$ cat config.mk
export PLATFORM = sky130hd
export DESIGN_NAME = serial_packet_encoder_flat
export DESIGN_NICKNAME = d
export VERILOG_FILES = /design/src/rtl/serial_packet_encoder_if.sv /design/src/rtl/serial_packet_encoder.sv /design/src/flat_wrapper.sv
export SDC_FILE = /design/constraint.sdc
export NUM_CORES = 1
export LEC_CHECK = 0
export BUFFER_PORTS_ARGS = -buffer_cell sky130_fd_sc_hd__buf_2
export CAP_MARGIN = 20
export CORE_ASPECT_RATIO = 0.75
export CORE_MARGIN = 5
export CORE_UTILIZATION = 58
export DETAILED_ROUTE_END_ITERATION = 8
export PLACE_DENSITY = 0.85
export SLEW_MARGIN = 15
export SYNTH_ARGS = -nofsm -noshare
export SYNTH_HDL_FRONTEND = slang
export SYNTH_SLANG_ARGS = --single-unit
$ cat constraint.sdc
create_clock -name clk -period 4.6 [get_ports clk]
set_input_delay 0.69 -clock clk [delete_from_list [all_inputs] [get_ports clk]]
set_output_delay 0.69 -clock clk [all_outputs]
set_load 0.005 [all_outputs]
$ cat src/rtl/serial_packet_encoder_if.sv
// Command and UART-TX handshake bundle for serial_packet_encoder.
// The master side issues commands and plays the UART transmitter. The slave
// side is the encoder.
interface serial_packet_encoder_if #(
  parameter int DATA_BIT = 32
);
  // command side
  logic                start;
  logic [DATA_BIT-1:0] output_pattern;
  logic [DATA_BIT-1:0] freq_pattern;
  logic [3:0]          sel_out;
  logic                ch_start;
  logic                ch_stop;
  logic                ch_mode;

  // UART TX side
  logic [7:0]          tx_data;
  logic                tx_start;
  logic                tx_done_tick;

  // status
  logic                busy;
  logic                done_tick;

  modport master (
    output start, output_pattern, freq_pattern, sel_out,
    output ch_start, ch_stop, ch_mode, tx_done_tick,
    input  tx_data, tx_start, busy, done_tick
  );

  modport slave (
    input  start, output_pattern, freq_pattern, sel_out,
    input  ch_start, ch_stop, ch_mode, tx_done_tick,
    output tx_data, tx_start, busy, done_tick
  );
endinterface

$ cat src/rtl/serial_packet_encoder.sv
// Serialises one channel command into a PACK_NUM-byte packet and hands the
// bytes one at a time to a UART transmitter.
// Byte order: output pattern MSB..LSB, freq pattern MSB..LSB, then the
// control byte {0, mode, stop, start, sel_out}.
module serial_packet_encoder #(
  parameter int DATA_BIT = 32,
  parameter int PACK_NUM = 9
) (
  input  logic                    clk,
  input  logic                    rst,
  serial_packet_encoder_if.slave  bus
);

  localparam int SHIFT_W = 8 * PACK_NUM;
  localparam int CNT_W   = $clog2(PACK_NUM);

  // The packet layout only works out if both patterns fill whole bytes and
  // the byte count matches them plus one control byte.
  if (DATA_BIT % 8 != 0) begin : g_bad_data_bit
    $error("serial_packet_encoder: DATA_BIT must be a multiple of 8");
  end
  if (PACK_NUM != 2 * DATA_BIT / 8 + 1) begin : g_bad_pack_num
    $error("serial_packet_encoder: PACK_NUM must equal 2*DATA_BIT/8+1");
  end

  typedef enum logic [1:0] {
    S_IDLE,
    S_SEND,
    S_WAIT,
    S_DONE
  } state_t;

  state_t             state_q, state_d;
  logic [SHIFT_W-1:0] shift_q;
  logic [CNT_W-1:0]   cnt_q;
  logic               load;
  logic               advance;
  logic               last_byte;
  logic [7:0]         ctrl_byte;
  logic [SHIFT_W-1:0] load_word;

  assign ctrl_byte = {1'b0, bus.ch_mode, bus.ch_stop, bus.ch_start, bus.sel_out};
  assign load_word = {bus.output_pattern, bus.freq_pattern, ctrl_byte};
  assign last_byte = (cnt_q == CNT_W'(PACK_NUM - 1));

  // State register; reset aborts any packet in flight.
  always_ff @(posedge clk or posedge rst) begin
    if (rst) state_q <= S_IDLE;
    else     state_q <= state_d;
  end

  // Next-state logic plus the load/advance strobes for the datapath.
  always_comb begin
    state_d = state_q;
    load    = 1'b0;
    advance = 1'b0;
    unique case (state_q)
      S_IDLE: begin
        // A done tick arriving together with start is simply not looked at.
        if (bus.start) begin
          load    = 1'b1;
          state_d = S_SEND;
        end
      end
      S_SEND: state_d = S_WAIT;
      S_WAIT: begin
        if (bus.tx_done_tick) begin
          if (last_byte) begin
            state_d = S_DONE;
          end else begin
            advance = 1'b1;
            state_d = S_SEND;
          end
        end
      end
      S_DONE: state_d = S_IDLE;
      default: state_d = S_IDLE;
    endcase
  end

  // Packet shift register and byte counter. The top byte is always the one
  // being presented to the UART, and it holds until the next accepted tick.
  always_ff @(posedge clk or posedge rst) begin
    if (rst) begin
      shift_q <= '0;
      cnt_q   <= '0;
    end else if (load) begin
      shift_q <= load_word;
      cnt_q   <= '0;
    end else if (advance) begin
      shift_q <= {shift_q[SHIFT_W-9:0], 8'h00};
      cnt_q   <= cnt_q + CNT_W'(1);
    end
  end

  // Moore outputs: each decodes straight from the registered state.
  assign bus.tx_data   = shift_q[SHIFT_W-1 -: 8];
  assign bus.tx_start  = (state_q == S_SEND);
  assign bus.busy      = (state_q != S_IDLE);
  assign bus.done_tick = (state_q == S_DONE);

endmodule

$ cat src/flat_wrapper.sv
// flat-port wrapper written by rule: the top's interface ports become plain ports
module serial_packet_encoder_flat 
#(
  parameter int DATA_BIT = 32,
  parameter int PACK_NUM = 9
)
  (clk, rst, bus_start, bus_output_pattern, bus_freq_pattern, bus_sel_out, bus_ch_start, bus_ch_stop, bus_ch_mode, bus_tx_done_tick, bus_tx_data, bus_tx_start, bus_busy, bus_done_tick);
  serial_packet_encoder_if #(.DATA_BIT(DATA_BIT)) bus_i ();
  input  logic clk;
  input  logic rst;
  input wire logic [$bits(bus_i.start)-1:0] bus_start;
  input wire logic [$bits(bus_i.output_pattern)-1:0] bus_output_pattern;
  input wire logic [$bits(bus_i.freq_pattern)-1:0] bus_freq_pattern;
  input wire logic [$bits(bus_i.sel_out)-1:0] bus_sel_out;
  input wire logic [$bits(bus_i.ch_start)-1:0] bus_ch_start;
  input wire logic [$bits(bus_i.ch_stop)-1:0] bus_ch_stop;
  input wire logic [$bits(bus_i.ch_mode)-1:0] bus_ch_mode;
  input wire logic [$bits(bus_i.tx_done_tick)-1:0] bus_tx_done_tick;
  output wire logic [$bits(bus_i.tx_data)-1:0] bus_tx_data;
  output wire logic [$bits(bus_i.tx_start)-1:0] bus_tx_start;
  output wire logic [$bits(bus_i.busy)-1:0] bus_busy;
  output wire logic [$bits(bus_i.done_tick)-1:0] bus_done_tick;
  assign bus_i.start = bus_start;
  assign bus_i.output_pattern = bus_output_pattern;
  assign bus_i.freq_pattern = bus_freq_pattern;
  assign bus_i.sel_out = bus_sel_out;
  assign bus_i.ch_start = bus_ch_start;
  assign bus_i.ch_stop = bus_ch_stop;
  assign bus_i.ch_mode = bus_ch_mode;
  assign bus_i.tx_done_tick = bus_tx_done_tick;
  assign bus_tx_data = bus_i.tx_data;
  assign bus_tx_start = bus_i.tx_start;
  assign bus_busy = bus_i.busy;
  assign bus_done_tick = bus_i.done_tick;
  serial_packet_encoder #(.DATA_BIT(DATA_BIT), .PACK_NUM(PACK_NUM)) u_core (.clk(clk), .rst(rst), .bus(bus_i));
endmodule
After elaboration in Yosys (flattened, before gate mapping)
Cells that the tools add are included.
- memories: 0
- input port bits: 75
- bits in read-only memories: 0
- flip-flop bits (word level): 78
- bits in latches: 0
- output and inout bits: 11
- RAM bits: 0
- word-level logic and storage cells: 27
- multiplexer cells: 13
- bitwise operators: 0
- equal/unequal tests: 6
- multipliers: 0
- div/mod/pow operators: 0
- reductions and logical operators: 4
- shifts and indexed selects: 0
- add/sub/neg operators: 1
- $lt $le $gt $ge: 0
- operator list (kind ; number):
    $mux W72 ; 2
    $mux W4 ; 2
    $pmux W2 S4 ; 1
    $mux W2 ; 3
    $mux W1 ; 5
    $add A4 B1 Y4 const B ; 1
    $eq A2 B2 Y1 const B ; 2
    $eq A4 B4 Y1 const B ; 1
    $ne A2 B2 Y1 const B ; 2
    $reduce_bool A2 Y1 ; 2
    $eq A2 B1 Y1 const B ; 1
    $logic_not A2 Y1 ; 1
    $reduce_and A2 Y1 ; 1

Logic depth before layout (Yosys ltp)
Gate-level depths: netlist of run 1.
- depth after elaboration: 6
- depth in mapped cells: 7
- gate-level depth less buffers: 5

Least setup slack after synthesis of run 1
No wires, ideal clock.
- path type: input to register
- from: input bus_start
- to: register u_core.shift_q[14]
- path buffers: 2
- path slack: 3.030 ns
- setup time: 0.126 ns
- data arrival time: 1.444 ns
- cell stages on the path: 5
- data required time: 4.474 ns
- cell sequence: or3b_1 > buf_2 > buf_2 > nor2_1 > a21oi_1
- cells in the longest elaborated chain, start to end: 3
- elaborated cells on any way between the ends: 4
- classes of those cells: 3 x mux; 1 x reduce/logical
- ends and longest elaborated chain (what ; line ; text):
    start, declared ; flat_wrapper.sv:11 ; input wire logic [$bits(bus_i.start)-1:0] bus_start;
    $mux W1 * ; serial_packet_encoder.sv:60 ; if (bus.start) begin
    $mux W1 * ; serial_packet_encoder.sv:57 ; unique case (state_q)
    $mux W72 / $reduce_bool A2 Y1 (equally long branches) ; -- ;
    end signal, assigned ; serial_packet_encoder.sv:88 ; shift_q <= load_word;
    end signal, assigned ; serial_packet_encoder.sv:91 ; shift_q <= {shift_q[SHIFT_W-9:0], 8'h00};
    end, declared ; serial_packet_encoder.sv:34 ; logic [SHIFT_W-1:0] shift_q;
Every way passes the cells marked *; elsewhere a longest branch is shown, timed or not.
A chain may end at the register's enable or synchronous reset.

Worst setup path in the final report of run 1
- from: register u_core.cnt_q[0]
- to: register u_core.shift_q[5]
- cells in the longest elaborated chain, start to end: 5
- ends and longest elaborated chain (what ; line ; text):
    start, declared ; serial_packet_encoder.sv:35 ; logic [CNT_W-1:0] cnt_q;
    start signal, assigned ; serial_packet_encoder.sv:92 ; cnt_q <= cnt_q + CNT_W'(1);
    $eq A4 B4 Y1 ; serial_packet_encoder.sv:44 ; assign last_byte = (cnt_q == CNT_W'(PACK_NUM - 1));
    $mux W1 ; serial_packet_encoder.sv:68 ; if (last_byte) begin
    $mux W1 ; serial_packet_encoder.sv:67 ; if (bus.tx_done_tick) begin
    $mux W1 ; serial_packet_encoder.sv:57 ;
    $reduce_bool A2 Y1 (no source line) ; -- ;
Every way passes these cells.

==> qor.yml, run 1 <==
final.period_utilization: 0.443
setup_slack_ns: 2.56
finalNetCount: 564
crit_path_max_fanout: 66
reg2reg_to: "u_core.shift_q[5]"
ys_top_cells_by_area: "dfrtp_1 51%, a31oi_1 10%, o21ai_0 8.9%"
wl_um: 9540
routedWlPerCell_um: 16.7
drt-initial-drc-count: 307
path_class: "reg -> reg"
cts_tree: "yes"
fin_crit_ns: 2.04
r2r_cells: 5
io_buffers: 85
firstDrtPassIters: 5
io_pins: 86
die_h_um: 80.1
vias: 3479
grt_use_total: 0.230
area_growth_syn_to_layout_pct: 13.6
tightest_slew_ns: 0.994
ys_seq_area_frac: 0.506
max-vdd-ir-drop_uv: 290
syn_area_per_cell_um2: 8.67
p_per_area_mw_per_mm2: 631
drive_above_1_share: 0.230
min_path_type: "in -> async"
slew_viol_final: 0
viasPerCell: 6.07
setup_viol: 0
dp_hpwl_um: 5800
netlist.area_leader.share: 0.506
synthCells: 439
cts_buffer_depth: 2
rrSetupSlack_ns: 2.56
syn_area_mm2: 0.00380
clock_latency_ns: 0.36
grt_max_degree: 74
ys_ff_latch: 77
total_power_mw: 2.73
finalSetupTns_ns: 0
grt_remaining_overflow: 0
holdBufCountCts: 0
root_buffer: "clkbuf_8"
yosysTopAreaCell: "dfrtp_1"
htree_levels: 3
die_w_um: 104
end_kind: "flop"
clock_skew_ns: 0.0106
ys_types: 26
num_antenna_cells: 0
cts_setup_buffers: 0
cap_violations: 0
r2r-start: "u_core.cnt_q[0]"
rsz0062_at_grt: "false"
crit_required_ns: 4.87
critPathLaunchType: "flop"
start_util: 0.599
grt_pass1_vias: 3296
cp.arrival_ns: 2.31
yosys_warnings: 0
dpl_worst_slack_ns: 2.27
hold_ws_ns: 0.389
placed_cell_area_mm2: 0.00408
syn-num-nets: 516
finalHoldViolCount: 0
clk_pin_slew_ns: 0.08
clock_sinks: 77
die_area_mm2: 0.00830
grt_antenna_before_repair: 0
grt_pass1_wl_um: 15600
status: "complete, no violations"
final_antenna_net_count: 0
row_count: 25
numCtsBuffers: 9
drc_errors: 0
globalplace.congestion: 0.780
maxSlewHeadroom: 0.338
stdcell_area_mm2: 0.00432
core_area_mm2: 0.00635
fmax_mhz: 490
cts.repair.resized: 0
p_leak_nw: 1.89
## power by group
part / total (mW) / switching (mW) / internal [mW]
logic: 0.900 / 0.525 / 0.375
clock network: 0.620 / 0.245 / 0.375
registers: 1.21 / 0.193 / 1.01
total: 2.73 / 0.963 / 1.76
## cell families (layout without fill, tap and decap cells)
kind of cell / after synthesis / in the layout / synth area share
compound gates: 202 / 202 / 0.286
simple gates: 98 / 98 / 0.109
buf+inv: 57 / 110 / 0.0835
mux: 3 / 3 / 0.00789
flops: 77 / 77 / 0.506
fa+ha+maj: 2 / 2 / 0.00658
## how the worst max path moves through the flow
stage / start / endpoint / slack [ns] / cells past startpoint
2_1_floorplan: rst / u_core.cnt_q[0] / 1.94 / 1
3_3_place_gp: bus_tx_done_tick / u_core.cnt_q[3] / 2.34 / 4
3_5_place_dp: bus_tx_done_tick / u_core.cnt_q[3] / 2.27 / 4
4_1_cts: u_core.state_q[1] / u_core.cnt_q[3] / 2.51 / 3
5_1_grt: u_core.cnt_q[0] / u_core.shift_q[45] / 2.36 / 5
6_report: u_core.cnt_q[0] / u_core.shift_q[5] / 2.56 / 5
## cells in the mapped netlist
cell,instances
or2_2,2
nor2_2,1
ha_1,2
o21ai_0,68
nor2b_1,1
nand4_1,1
nand2_1,18
inv_1,3
clkbuf_2,1
and2_1,1
nor3b_1,1
clkbuf_1,11
dfrtp_1,77
a31oi_1,63
nand3_1,3
or3b_1,1
o21ai_1,5
nand2b_1,1
nor2_1,64
mux2i_1,3
buf_2,28
and3b_1,2
a21oi_1,66
buf_4,10
buf_6,4
nand3b_1,2
## cell type report
class | instances | area (um^2)
Timing Repair Buffer | 91 | 470
Sequential cell | 77 | 1930
Fill cell | 548 | 2030
Inverter | 3 | 12.5
Clock inverter | 4 | 95.1
Multi-Input combinational cell | 305 | 1570
Clock buffer | 12 | 145
Tap cell | 81 | 101
## registers in the layout, summed over array words and instances (netlist names)
| name | count |
|---|---|
| u_core.state_q | 2 |
| u_core.cnt_q | 4 |
| u_core.shift_q | 71 |
## cells in the final DEF (no fill, tap or decap), types with 3 or more instances in the layout
cell type	instances
bufinv_16	3
mux2i_1	3
o21ai_1	5
a31oi_1	63
o21ai_0	68
buf_4	6
nand2_1	18
a21oi_1	66
nand3_1	3
buf_2	85
clkbuf_8	10
nor2_1	64
dfrtp_1	77
## worst max-delay path, stage by stage (launching register included)
cell     delay (ns)
dfrtp_1        0.41
inv_1          0.08
ha_1           0.16
and3b_2        0.85
nor2_2         0.22
o21ai_0        0.22
## metal layers
layer	global-route usage	up-vias	part of all wire	wire length, um
li1	-	1648	-	-
met4	0.0852	0	0.018	174
met3	0.0651	21	0.076	723
met5	0	-	0	0
met2	0.354	170	0.47	4510
met1	0.311	1640	0.43	4140
## metrics by stage
step                utilization  instances
CTS                       0.680        573
detailed placement        0.642        557
floorplan                     -        439
global route              0.681        573
global placement          0.642        557
finish                    0.681        573
Note: power is estimated with default switching activity, not from simulation.
==> run 2, diff against run 1 <==
--- a/config.mk
+++ b/config.mk
@@ -9,9 +9,9 @@
 export CAP_MARGIN = 20
 export CORE_ASPECT_RATIO = 0.75
 export CORE_MARGIN = 5
-export CORE_UTILIZATION = 58
+export CORE_UTILIZATION = 54
 export DETAILED_ROUTE_END_ITERATION = 8
-export PLACE_DENSITY = 0.85
+export PLACE_DENSITY = 0.8
 export SLEW_MARGIN = 15
 export SYNTH_ARGS = -nofsm -noshare
 export SYNTH_HDL_FRONTEND = slang
==> constraint.sdc (replaced) <==
create_clock -name clk -period 2 [get_ports clk]
set_input_delay 0.3 -clock clk [delete_from_list [all_inputs] [get_ports clk]]
set_output_delay 0.3 -clock clk [all_outputs]
set_load 0.005 [all_outputs]
==> qor.yml, run 2 (same netlist as run 1, synthesis figures left out) <==
status: "complete, no violations"
stdcell_area_mm2: 0.00443  # +2.5%
largestRegisters: "u_core.shift_q (71), u_core.cnt_q (4), u_core.state_q (2)"
multi_input_area_mm2: 0.00157  # -0.16%
fmax_mhz: 601  # +22%
maxSlewHeadroom: 0.720  # +0.382
drive_above_1_share: 0.236  # +0.00621
final_common_cell: "buf_2"
busiest_layer: "met2"
routedWlPerCell_um: 16.3  # -2.1%
crit_path_max_fanout: 52  # -21%
rrSetupSlack_ns: 0.34  # -2.23 ns
use_met1: 0.309  # -0.00174
path_class: "reg -> reg"
clock_latency_ns: 0.35  # about the same
placed_cells: 564  # +1.3%
cts_buffer_depth: 2  # unchanged
largest_reg_flops: 71  # unchanged
total_power_mw: 6.31  # +130%
reg2reg_to: "u_core.shift_q[66]"
die_w_um: 107  # +3.3%
die_area_mm2: 0.00884  # +6.6%
tightest_slew_ns: 0.420  # -0.574 ns
seq_area_mm2: 0.00193  # unchanged
globalplace.congestion: 0.772  # -1.1%
mostFrequentLayoutCells: "85 x buf_2, 77 x dfrtp_1, 68 x o21ai_0"
root_buffer: "clkbuf_8"
vias: 3516  # +1.1%
final_antenna_net_count: 0  # unchanged
final_core_util: 0.649  # -0.0321
clk_pin_slew_ns: 0.08  # about the same
nFillCells: 611  # +11%
grt_pass1_vias: 3279  # -0.52%
grt_remaining_overflow: 0  # unchanged
area_growth_syn_to_layout_pct: 16.4
final.period_utilization: 0.832  # +0.389
io_buffers: 85  # unchanged
drc_errors: 0  # unchanged
wl_um: 9450  # -0.94%
r2r-start: "u_core.cnt_q[0]"
core_area_mm2: 0.00683  # +7.6%
numCtsBuffers: 9  # unchanged
finalNetCount: 568  # +0.71%
holdBufCountCts: 0  # unchanged
grt_pass1_wl_um: 15600  # +0.44%
die_h_um: 82.7  # +3.2%
cts_setup_buffers: 0  # unchanged
end_kind: "flop"
p_leak_nw: 1.93  # +2.2%
p_per_area_mw_per_mm2: 1420  # +130%
crit_start: "u_core.cnt_q[0]"
r2r_cells: 6  # +1
io_pins: 86  # unchanged
grt_use_total: 0.223  # -0.00633
clock_sinks: 77  # unchanged
firstDrtPassIters: 4  # -1
row_count: 26  # +4.0%
grt_antenna_before_repair: 0  # unchanged
fin_crit_ns: 1.66  # -0.374 ns
rsz0062_at_grt: "false"
htree_levels: 3  # unchanged
placed_cell_area_mm2: 0.00419  # +2.7%
grt_use_met3: 0.0622  # -0.00290
cap_violations: 0  # unchanged
min_path_type: "in -> async"
max-vdd-ir-drop_uv: 666  # +130%
cp.arrival_ns: 1.90  # -0.41 ns
viasPerCell: 6.06  # -0.16%
grt.met2_usage: 0.347  # -0.00759
cts.repair.resized: 0  # unchanged
crit_required_ns: 2.24  # -2.63 ns
slew_viol_final: 0  # unchanged
setup_viol: 0  # unchanged
regMostFlops: "u_core.shift_q"
finalSetupTns_ns: 0  # unchanged
finalHoldViolCount: 0  # unchanged
endpoint: "u_core.shift_q[66]"
dp_hpwl_um: 5840  # +0.76%
critPathLaunchType: "flop"
start_util: 0.557  # -0.0423
cts_tree: "yes"
grt_max_degree: 78  # +5.4%
num_antenna_cells: 0  # unchanged
fin_cells: 580  # +1.2%
clock_skew_ns: 0.00700  # -0.00357 ns
drt-initial-drc-count: 309  # +0.65%
run 2: where the power goes:
part	switching, mW	internal, mW	leakage, nW
logic	1.22	0.931	0.917
registers	0.408	2.33	0.892
clock network	0.565	0.863	0.121
total	2.19	4.12	1.93
run 2: worst max-delay path: stages (launching register included):
cell     delay, ns
dfrtp_1       0.39
inv_1         0.07
ha_1          0.21
and3b_2       0.32
buf_12        0.22
o21ai_0       0.23
a21oi_1       0.09
run 2: metal layers:
layer / share of wire / vias to the layer above / wire length [um]
met5: 0 / - / 0
met4: 0.0096 / 0 / 91
met3: 0.068 / 6 / 640
met2: 0.48 / 118 / 4590
met1: 0.44 / 1738 / 4140
li1: - / 1654 / -
run 2: layout make-up:
class                      count  area share
tap                           84      0.0237
sequential                    77       0.435
inverter                       3     0.00339
timing repair buffer          95       0.130
multi-input combinational    305       0.354
clock buffer                  12      0.0328
clock inverter                 4      0.0215
run 2: worst min-delay path by stage:
stage                 start                 end  slack (ns)  depth (start not counted)
2_1_floorplan  bus_ch_start   u_core.shift_q[4]        0.42                          2
6_report                rst  u_core.shift_q[71]        0.03                          3
4_1_cts                 rst  u_core.shift_q[67]        0.06                          3
3_3_place_gp            rst  u_core.shift_q[67]        0.44                          3
5_1_grt                 rst  u_core.shift_q[71]        0.09                          3
3_5_place_dp            rst  u_core.shift_q[67]        0.45                          3
run 2: through the flow:
step	hold WS, ns	setup slack [ns]
6_report	0.0292	0.335
5_1_grt	0.0851	0.212
4_1_cts	0.0583	0.334
3_5_place_dp	0.446	0.340
3_3_place_gp	0.444	0.442
2_1_floorplan	0.417	0.540
